--- src/rtl/axi3_metrics_counter_mp_if.sv ---
// axi3_metrics_counter_mp_if: per-port AXI3 handshake taps observed by the metrics counter
interface axi3_metrics_counter_mp_if #(
  parameter int NUM_PORTS = 2
);
  logic [NUM_PORTS-1:0] MON_AWVALID, MON_AWREADY;
  logic [NUM_PORTS-1:0] MON_WVALID, MON_WREADY;
  logic [NUM_PORTS-1:0] MON_BVALID, MON_BREADY;
  logic [NUM_PORTS-1:0] MON_ARVALID, MON_ARREADY;
  logic [NUM_PORTS-1:0] MON_RVALID, MON_RREADY, MON_RLAST;
  modport master (
    output MON_AWVALID, MON_AWREADY, MON_WVALID, MON_WREADY, MON_BVALID, MON_BREADY,
    output MON_ARVALID, MON_ARREADY, MON_RVALID, MON_RREADY, MON_RLAST
  );
  modport slave (
    input MON_AWVALID, MON_AWREADY, MON_WVALID, MON_WREADY, MON_BVALID, MON_BREADY,
    input MON_ARVALID, MON_ARREADY, MON_RVALID, MON_RREADY, MON_RLAST
  );
endinterface

--- src/rtl/axi3_metrics_counter_mp.sv ---
// axi3_metrics_counter_mp: passive multi-port AXI3 xact/beat/latency monitor; define AXI3_MON_WR_LATENCY_EN to build write latency
module axi3_metrics_counter_mp_fifo #(
  parameter int W = 32,
  parameter int DEPTH = 8
) (
  input  logic         ACLK,
  input  logic         ARESETN,
  input  logic         push,
  input  logic         pop,
  input  logic [W-1:0] ts,
  output logic         pop_ok,
  output logic         err,
  output logic [W-1:0] lat
);
  localparam int AW = $clog2(DEPTH);
  logic [W-1:0] mem [DEPTH];
  logic [AW-1:0] wp, rp;
  logic [AW:0] cnt;
  logic push_ok;
  logic [W-1:0] d;
  assign pop_ok = pop & (cnt != '0);
  // a pop in the same cycle frees the slot a full-FIFO push needs
  assign push_ok = push & ((cnt != (AW+1)'(DEPTH)) | pop_ok);
  assign err = (push & ~push_ok) | (pop & ~pop_ok);
  assign d = ts - mem[rp];
  assign lat = (d == '0) ? W'(1) : d;
  always_ff @(posedge ACLK or negedge ARESETN)
    if (!ARESETN) begin
      wp <= '0;
      rp <= '0;
      cnt <= '0;
    end else begin
      wp <= wp + AW'(push_ok);
      rp <= rp + AW'(pop_ok);
      cnt <= cnt + (AW+1)'(push_ok) - (AW+1)'(pop_ok);
    end
  always_ff @(posedge ACLK)
    if (push_ok) mem[wp] <= ts;
endmodule

module axi3_metrics_counter_mp #(
  parameter int NUM_PORTS = 2,
  parameter int CNT_WIDTH = 32,
  parameter int OUTSTANDING = 8,
  localparam int PW = NUM_PORTS > 1 ? $clog2(NUM_PORTS) : 1
) (
  input  logic                   ACLK,
  input  logic                   ARESETN,
  axi3_metrics_counter_mp_if.slave mon,
  input  logic                   ENABLE,
  input  logic                   CLEAR,
  input  logic                   SNAP,
  output logic                   SNAP_DONE,
  input  logic [PW-1:0]          RD_PORT,
  input  logic [2:0]             RD_SEL,
  output logic [CNT_WIDTH-1:0]   RD_DATA,
  output logic [NUM_PORTS-1:0]   SAT_FLAG,
  output logic [NUM_PORTS-1:0]   LAT_ERR
);
  typedef logic [CNT_WIDTH-1:0] cnt_t;
  // carry-out in the top bit, value clamped to all-ones on carry
  function automatic logic [CNT_WIDTH:0] sadd(input cnt_t a, input cnt_t b);
    logic [CNT_WIDTH:0] s;
    s = {1'b0, a} + {1'b0, b};
    return s[CNT_WIDTH] ? '1 : s;
  endfunction
  cnt_t ts;
  logic [NUM_PORTS-1:0][7:0][CNT_WIDTH-1:0] shd;
  always_ff @(posedge ACLK or negedge ARESETN)
    if (!ARESETN) begin
      ts <= '0;
      SNAP_DONE <= 1'b0;
      RD_DATA <= '0;
    end else begin
      ts <= ts + cnt_t'(1);
      SNAP_DONE <= SNAP;
      RD_DATA <= (32'(RD_PORT) < NUM_PORTS) ? shd[RD_PORT][RD_SEL] : '0;
    end
  for (genvar p = 0; p < NUM_PORTS; p++) begin : g_port
    logic ar, aw, w, b, r, rl;
    logic rd_ok, rd_err, wr_ok, wr_err, rd_acc, wr_acc, sat_ev, sat_q, err_q;
    cnt_t rd_lat, wr_lat;
    logic [CNT_WIDTH:0] s [6];
    logic [7:0][CNT_WIDTH-1:0] live, nxt, shd_r;
    assign ar = mon.MON_ARVALID[p] & mon.MON_ARREADY[p];
    assign aw = mon.MON_AWVALID[p] & mon.MON_AWREADY[p];
    assign w  = mon.MON_WVALID[p] & mon.MON_WREADY[p];
    assign b  = mon.MON_BVALID[p] & mon.MON_BREADY[p];
    assign r  = mon.MON_RVALID[p] & mon.MON_RREADY[p];
    assign rl = r & mon.MON_RLAST[p];
    axi3_metrics_counter_mp_fifo #(.W(CNT_WIDTH), .DEPTH(OUTSTANDING)) u_rd_fifo (
      .ACLK(ACLK), .ARESETN(ARESETN), .push(ar), .pop(rl), .ts(ts),
      .pop_ok(rd_ok), .err(rd_err), .lat(rd_lat)
    );
`ifdef AXI3_MON_WR_LATENCY_EN
    axi3_metrics_counter_mp_fifo #(.W(CNT_WIDTH), .DEPTH(OUTSTANDING)) u_wr_fifo (
      .ACLK(ACLK), .ARESETN(ARESETN), .push(aw), .pop(b), .ts(ts),
      .pop_ok(wr_ok), .err(wr_err), .lat(wr_lat)
    );
`else
    logic unused_aw;
    assign unused_aw = aw;
    assign wr_ok = 1'b0;
    assign wr_err = 1'b0;
    assign wr_lat = '0;
`endif
    // a latched latency error freezes sum/max until CLEAR
    assign rd_acc = rd_ok & ~err_q;
    assign wr_acc = wr_ok & ~err_q;
    always_comb begin
      s[0] = sadd(live[0], cnt_t'(b));
      s[1] = sadd(live[1], cnt_t'(rl));
      s[2] = sadd(live[2], cnt_t'(w));
      s[3] = sadd(live[3], cnt_t'(r));
      s[4] = sadd(live[4], rd_acc ? rd_lat : '0);
      s[5] = sadd(live[6], wr_acc ? wr_lat : '0);
      nxt[0] = s[0][CNT_WIDTH-1:0];
      nxt[1] = s[1][CNT_WIDTH-1:0];
      nxt[2] = s[2][CNT_WIDTH-1:0];
      nxt[3] = s[3][CNT_WIDTH-1:0];
      nxt[4] = s[4][CNT_WIDTH-1:0];
      nxt[5] = (rd_acc && rd_lat > live[5]) ? rd_lat : live[5];
      nxt[6] = s[5][CNT_WIDTH-1:0];
      nxt[7] = (wr_acc && wr_lat > live[7]) ? wr_lat : live[7];
      sat_ev = s[0][CNT_WIDTH] | s[1][CNT_WIDTH] | s[2][CNT_WIDTH] |
               s[3][CNT_WIDTH] | s[4][CNT_WIDTH] | s[5][CNT_WIDTH];
    end
    always_ff @(posedge ACLK or negedge ARESETN)
      if (!ARESETN) begin
        live <= '0;
        shd_r <= '0;
        sat_q <= 1'b0;
        err_q <= 1'b0;
      end else begin
        live <= CLEAR ? '0 : ENABLE ? nxt : live;
        sat_q <= ~CLEAR & (sat_q | (ENABLE & sat_ev));
        err_q <= ~CLEAR & (err_q | rd_err | wr_err);
        if (SNAP) shd_r <= live;
      end
    assign shd[p] = shd_r;
    assign SAT_FLAG[p] = sat_q;
    assign LAT_ERR[p] = err_q;
  end
endmodule

--- src/flat_wrapper.sv ---
// flat-port wrapper written by rule: the top's interface ports become plain ports
module axi3_metrics_counter_mp_flat 
#(
  parameter int NUM_PORTS = 2,
  parameter int CNT_WIDTH = 32,
  parameter int OUTSTANDING = 8,
  localparam int PW = NUM_PORTS > 1 ? $clog2(NUM_PORTS) : 1
)
  (ACLK, ARESETN, ENABLE, CLEAR, SNAP, SNAP_DONE, RD_PORT, RD_SEL, RD_DATA, SAT_FLAG, LAT_ERR, mon_MON_AWVALID, mon_MON_AWREADY, mon_MON_WVALID, mon_MON_WREADY, mon_MON_BVALID, mon_MON_BREADY, mon_MON_ARVALID, mon_MON_ARREADY, mon_MON_RVALID, mon_MON_RREADY, mon_MON_RLAST);
  axi3_metrics_counter_mp_if #(.NUM_PORTS(NUM_PORTS)) mon_i ();
  input  logic ACLK;
  input  logic ARESETN;
  input  logic ENABLE;
  input  logic CLEAR;
  input  logic SNAP;
  output logic SNAP_DONE;
  input  logic [PW-1:0] RD_PORT;
  input  logic [2:0] RD_SEL;
  output logic [CNT_WIDTH-1:0] RD_DATA;
  output logic [NUM_PORTS-1:0] SAT_FLAG;
  output logic [NUM_PORTS-1:0] LAT_ERR;
  input wire logic [$bits(mon_i.MON_AWVALID)-1:0] mon_MON_AWVALID;
  input wire logic [$bits(mon_i.MON_AWREADY)-1:0] mon_MON_AWREADY;
  input wire logic [$bits(mon_i.MON_WVALID)-1:0] mon_MON_WVALID;
  input wire logic [$bits(mon_i.MON_WREADY)-1:0] mon_MON_WREADY;
  input wire logic [$bits(mon_i.MON_BVALID)-1:0] mon_MON_BVALID;
  input wire logic [$bits(mon_i.MON_BREADY)-1:0] mon_MON_BREADY;
  input wire logic [$bits(mon_i.MON_ARVALID)-1:0] mon_MON_ARVALID;
  input wire logic [$bits(mon_i.MON_ARREADY)-1:0] mon_MON_ARREADY;
  input wire logic [$bits(mon_i.MON_RVALID)-1:0] mon_MON_RVALID;
  input wire logic [$bits(mon_i.MON_RREADY)-1:0] mon_MON_RREADY;
  input wire logic [$bits(mon_i.MON_RLAST)-1:0] mon_MON_RLAST;
  assign mon_i.MON_AWVALID = mon_MON_AWVALID;
  assign mon_i.MON_AWREADY = mon_MON_AWREADY;
  assign mon_i.MON_WVALID = mon_MON_WVALID;
  assign mon_i.MON_WREADY = mon_MON_WREADY;
  assign mon_i.MON_BVALID = mon_MON_BVALID;
  assign mon_i.MON_BREADY = mon_MON_BREADY;
  assign mon_i.MON_ARVALID = mon_MON_ARVALID;
  assign mon_i.MON_ARREADY = mon_MON_ARREADY;
  assign mon_i.MON_RVALID = mon_MON_RVALID;
  assign mon_i.MON_RREADY = mon_MON_RREADY;
  assign mon_i.MON_RLAST = mon_MON_RLAST;
  axi3_metrics_counter_mp #(.NUM_PORTS(NUM_PORTS), .CNT_WIDTH(CNT_WIDTH), .OUTSTANDING(OUTSTANDING)) u_core (.ACLK(ACLK), .ARESETN(ARESETN), .mon(mon_i), .ENABLE(ENABLE), .CLEAR(CLEAR), .SNAP(SNAP), .SNAP_DONE(SNAP_DONE), .RD_PORT(RD_PORT), .RD_SEL(RD_SEL), .RD_DATA(RD_DATA), .SAT_FLAG(SAT_FLAG), .LAT_ERR(LAT_ERR));
endmodule
--- config.mk ---
export PLATFORM = sky130hd
export DESIGN_NAME = axi3_metrics_counter_mp_flat
export DESIGN_NICKNAME = d
export VERILOG_FILES = /design/src/rtl/axi3_metrics_counter_mp_if.sv /design/src/rtl/axi3_metrics_counter_mp.sv /design/src/flat_wrapper.sv
export SDC_FILE = /design/constraint.sdc
export NUM_CORES = 2
export LEC_CHECK = 0
export BUFFER_PORTS_ARGS = -buffer_cell sky130_fd_sc_hd__buf_4
export CAP_MARGIN = 10
export CORE_MARGIN = 2
export CORE_UTILIZATION = 47
export CTS_BUF_LIST = sky130_fd_sc_hd__clkbuf_4 sky130_fd_sc_hd__clkbuf_8 sky130_fd_sc_hd__clkbuf_16
export DETAILED_ROUTE_END_ITERATION = 12
export HOLD_SLACK_MARGIN = 0.15
export PLACE_DENSITY_LB_ADDON = 0.08
export RECOVER_POWER = 50
export SLEW_MARGIN = 20
export SYNTH_ARGS = -nofsm -noshare
export SYNTH_HDL_FRONTEND = slang
export SYNTH_SLANG_ARGS = --single-unit
--- constraint.sdc ---
create_clock -name ACLK -period 9.7 [get_ports ACLK]
set_input_delay 0.97 -clock ACLK [delete_from_list [all_inputs] [get_ports ACLK]]
set_output_delay 0.97 -clock ACLK [all_outputs]
set_load 0.005 [all_outputs]
==> reports/results.ini <==
[synth]
yosysTopAreaCell=dfrtp_1
yosysTopAreaCellShare=0.316
syn_area_sq_um=67800
synth_fp_nets=5778
synth_warnings=0
synth_edf_count=512
ys_ff_latch=1369
synth_top_flop_cell=dfrtp_1
synth_cell_types=79
ys_async_sr_fraction=0.626
syn_avg_cell_area_sq_um=12.3
ys_seq_area_frac=0.543
netlist_top_cells_area=dfrtp_1 32%, edfxtp_1 23%, mux4_2 7.4%, mux2_2 6.4%, ha_1 4.3%
synthCells=5506

[sta]
period_share=0.913
tightest_slew_ps=6530
setup_viol_count_final=0
skew_ps=43.1
max_freq_ghz=0.113
finalHoldViolCount=0
finalMaxSlewViolations=793
setup_slack_ps=848
rsz0062_at_grt=no
maxSlewHeadroom=-3.35
finalSetupTns_ps=0
period_minus_slack_ps=8850

[power_and_ir_drop]
powerDensity_nw_per_um2=231
irDropWorstVdd_uv=201
totalPowerFinal_uw=17600
p_leak_uw=0.0318

[critical_path]
required_ps=10210
cp-start-kind=flip-flop
slowest_stage=dfrtp_4
cp_top_family=compound AO/OA/AOI/OAI gates
cpMostUsedCell=a21oi_1
crit_fanout=29
arrival_ps=9360
endpoint_kind=flip-flop
critPathKind=flip-flop to flip-flop
cp.buffers_inverters=2
slowest_delay_ps=800

[global_route]
grt_pass1_wl_mm=275
grt_max_degree=152
antenna_found_initial=2
grt_overflow=0
grt_pass1_vias=43700
grt_usage=0.245

[clock_tree]
clockBufferDepth=3
cts_buffers=155
path_clk_slew_ps=60
root_buffer=clkbuf_16
cts_tree=built
ctsHtreeMaxLevel=4
cts_resized=0
worstSkewPairLatency_ps=800
postCtsSetupRepairBufs=0
numClockSinks=1369
holdBufCountCts=0

[placed_design]
gp_congestion=0.872
preCtsSetupSlack_ps=950
place_hpwl_mm=121
portBuffers=63

[detailed_routing]
routed_via_density=5.86
first_pass_iters=6
drt-total-wl_mm=179
antenna_left=0
via_count=44400
wl_per_cell_um=23.6
drc_errors=0
drt_iter0_markers=3226

[status]
status=finished, violations left
violations=capacitance limit, slew limit

[floorplanning]
ios=68
fp.dieW_um=384
rows=139
core_area_sq_um=143000
dieArea_sq_um=147000
start_util=0.473
die-height_um=384

[final_layout]
final_layout_size_suffix_gt1_frac=0.188
area_growth_pct=12.1
fin_nets=5820

[job]
cap_violations=10

[worst_hold_path]
hold_path.class=flip-flop to flip-flop

## worst paths after layout
path | from | end | slack (ps) | cells past startpoint
worst max register to register | u_core.g_port[0].u_rd_fifo.rp[0]$_DFF_PN0_ | u_core.g_port[0].live[145]$_DFFE_PN0P_ | 850 | 29
worst min register to register | u_core.ts[18]$_DFF_PN0_ | u_core.g_port[0].u_rd_fifo.mem[4][18]$_DFFE_PP_ | 500 | 0
worst min-delay path | u_core.ts[18]$_DFF_PN0_ | u_core.g_port[0].u_rd_fifo.mem[4][18]$_DFFE_PP_ | 500 | 0
min in group asynchronous | ARESETN | u_core.g_port[1].live[4]$_DFFE_PN0P_ | 2180 | 1
max in group asynchronous | ARESETN | u_core.g_port[1].u_rd_fifo.cnt[0]$_DFF_PN0_ | 2370 | 2
worst max-delay path | u_core.g_port[0].u_rd_fifo.rp[0]$_DFF_PN0_ | u_core.g_port[0].live[145]$_DFFE_PN0P_ | 850 | 29
## registers in the layout, indices dropped and copies added (netlist names)
register,count
u_core.g_port.u_rd_fifo.cnt,8
u_core.g_port.u_rd_fifo.rp,6
u_core.SNAP_DONE,1
u_core.g_port.u_rd_fifo.mem,512
u_core.g_port.shd_r,384
u_core.ts,32
u_core.RD_DATA,32
u_core.g_port.live,384
u_core.g_port.u_rd_fifo.wp,6
u_core.g_port.sat_q,2
u_core.g_port.err_q,2
## metrics by stage
stage | instances | instance area (sq um) | utilization | hold slack (ps)
after floorplan | 5506 | 67800 | - | 464
after global placement | 7294 | 70600 | 0.492 | 483
after detailed placement | 7294 | 70600 | 0.492 | 488
after CTS | 7580 | 76200 | 0.531 | 202
after global routing | 7580 | 76000 | 0.530 | 515
final | 7581 | 76000 | 0.530 | 499
## cell families after synthesis
logic type	share of synthesized area
buf+inv	0.0283
simple gates	0.0990
flops	0.543
mux	0.164
fa+ha+maj	0.0451
xor+xnor	0.0178
compound gates	0.102
## report_power, final
group | leakage, uW | internal, uW | switching, uW | total, uW
combinational | 0.0128 | 1940 | 2660 | 4600
clock | 0.00272 | 3710 | 2530 | 6240
sequential | 0.0163 | 6350 | 376 | 6720
total | 0.0318 | 12000 | 5570 | 17600
## layout make-up
type | instances | area, sq um
well taps | 1903 | 2380
inverters | 223 | 837
clock buffers | 205 | 4400
flip-flops and latches | 1369 | 36800
multi-input cells | 3629 | 29200
fillers | 12300 | 67500
clock inverters | 81 | 1160
repair buffers | 170 | 1200
diodes | 1 | 2.50
## layer usage
layer / vias up / GRT usage / part of all wire
met5: - / 0 / 0
met1: 22500 / 0.345 / 0.45
li1: 20800 / - / -
met4: 0 / 0.0893 / 0.037
met3: 243 / 0.0315 / 0.039
met2: 918 / 0.390 / 0.47
## synth_stat cells, drive strengths merged, types with 169 or more instances
cell	count
edfxtp	512
inv	223
nand2	249
dfrtp	857
clkbuf	244
nand3	169
mux2i	175
mux4	224
mux2	386
ha	235
nor2	530
o21ai	171
a21oi	273
## cells in the final DEF, fill, tap and decap left out, drive strengths merged, types with 11 or more instances in the layout
master      n
mux2      386
buf       119
a21oi     273
nor4       14
nor2      530
nor3      103
nand2b     27
dfrtp     857
inv       228
and4       29
o22ai      48
mux2i     175
a2111oi    11
a211oi    154
edfxtp    512
and3       93
clkinvlp   11
and2       46
xnor2      82
o21ai     171
nor2b      45
mux4      224
or3        11
o31ai      14
nand3     169
nand4      62
a311oi     95
nand2     249
o21a       28
clkinv     48
clkbuf    256
a31oi      40
xor2       56
o21bai     25
ha        235
a221oi     11
bufinv     17
a21o      104
Power figures use the tool's default switching activity.
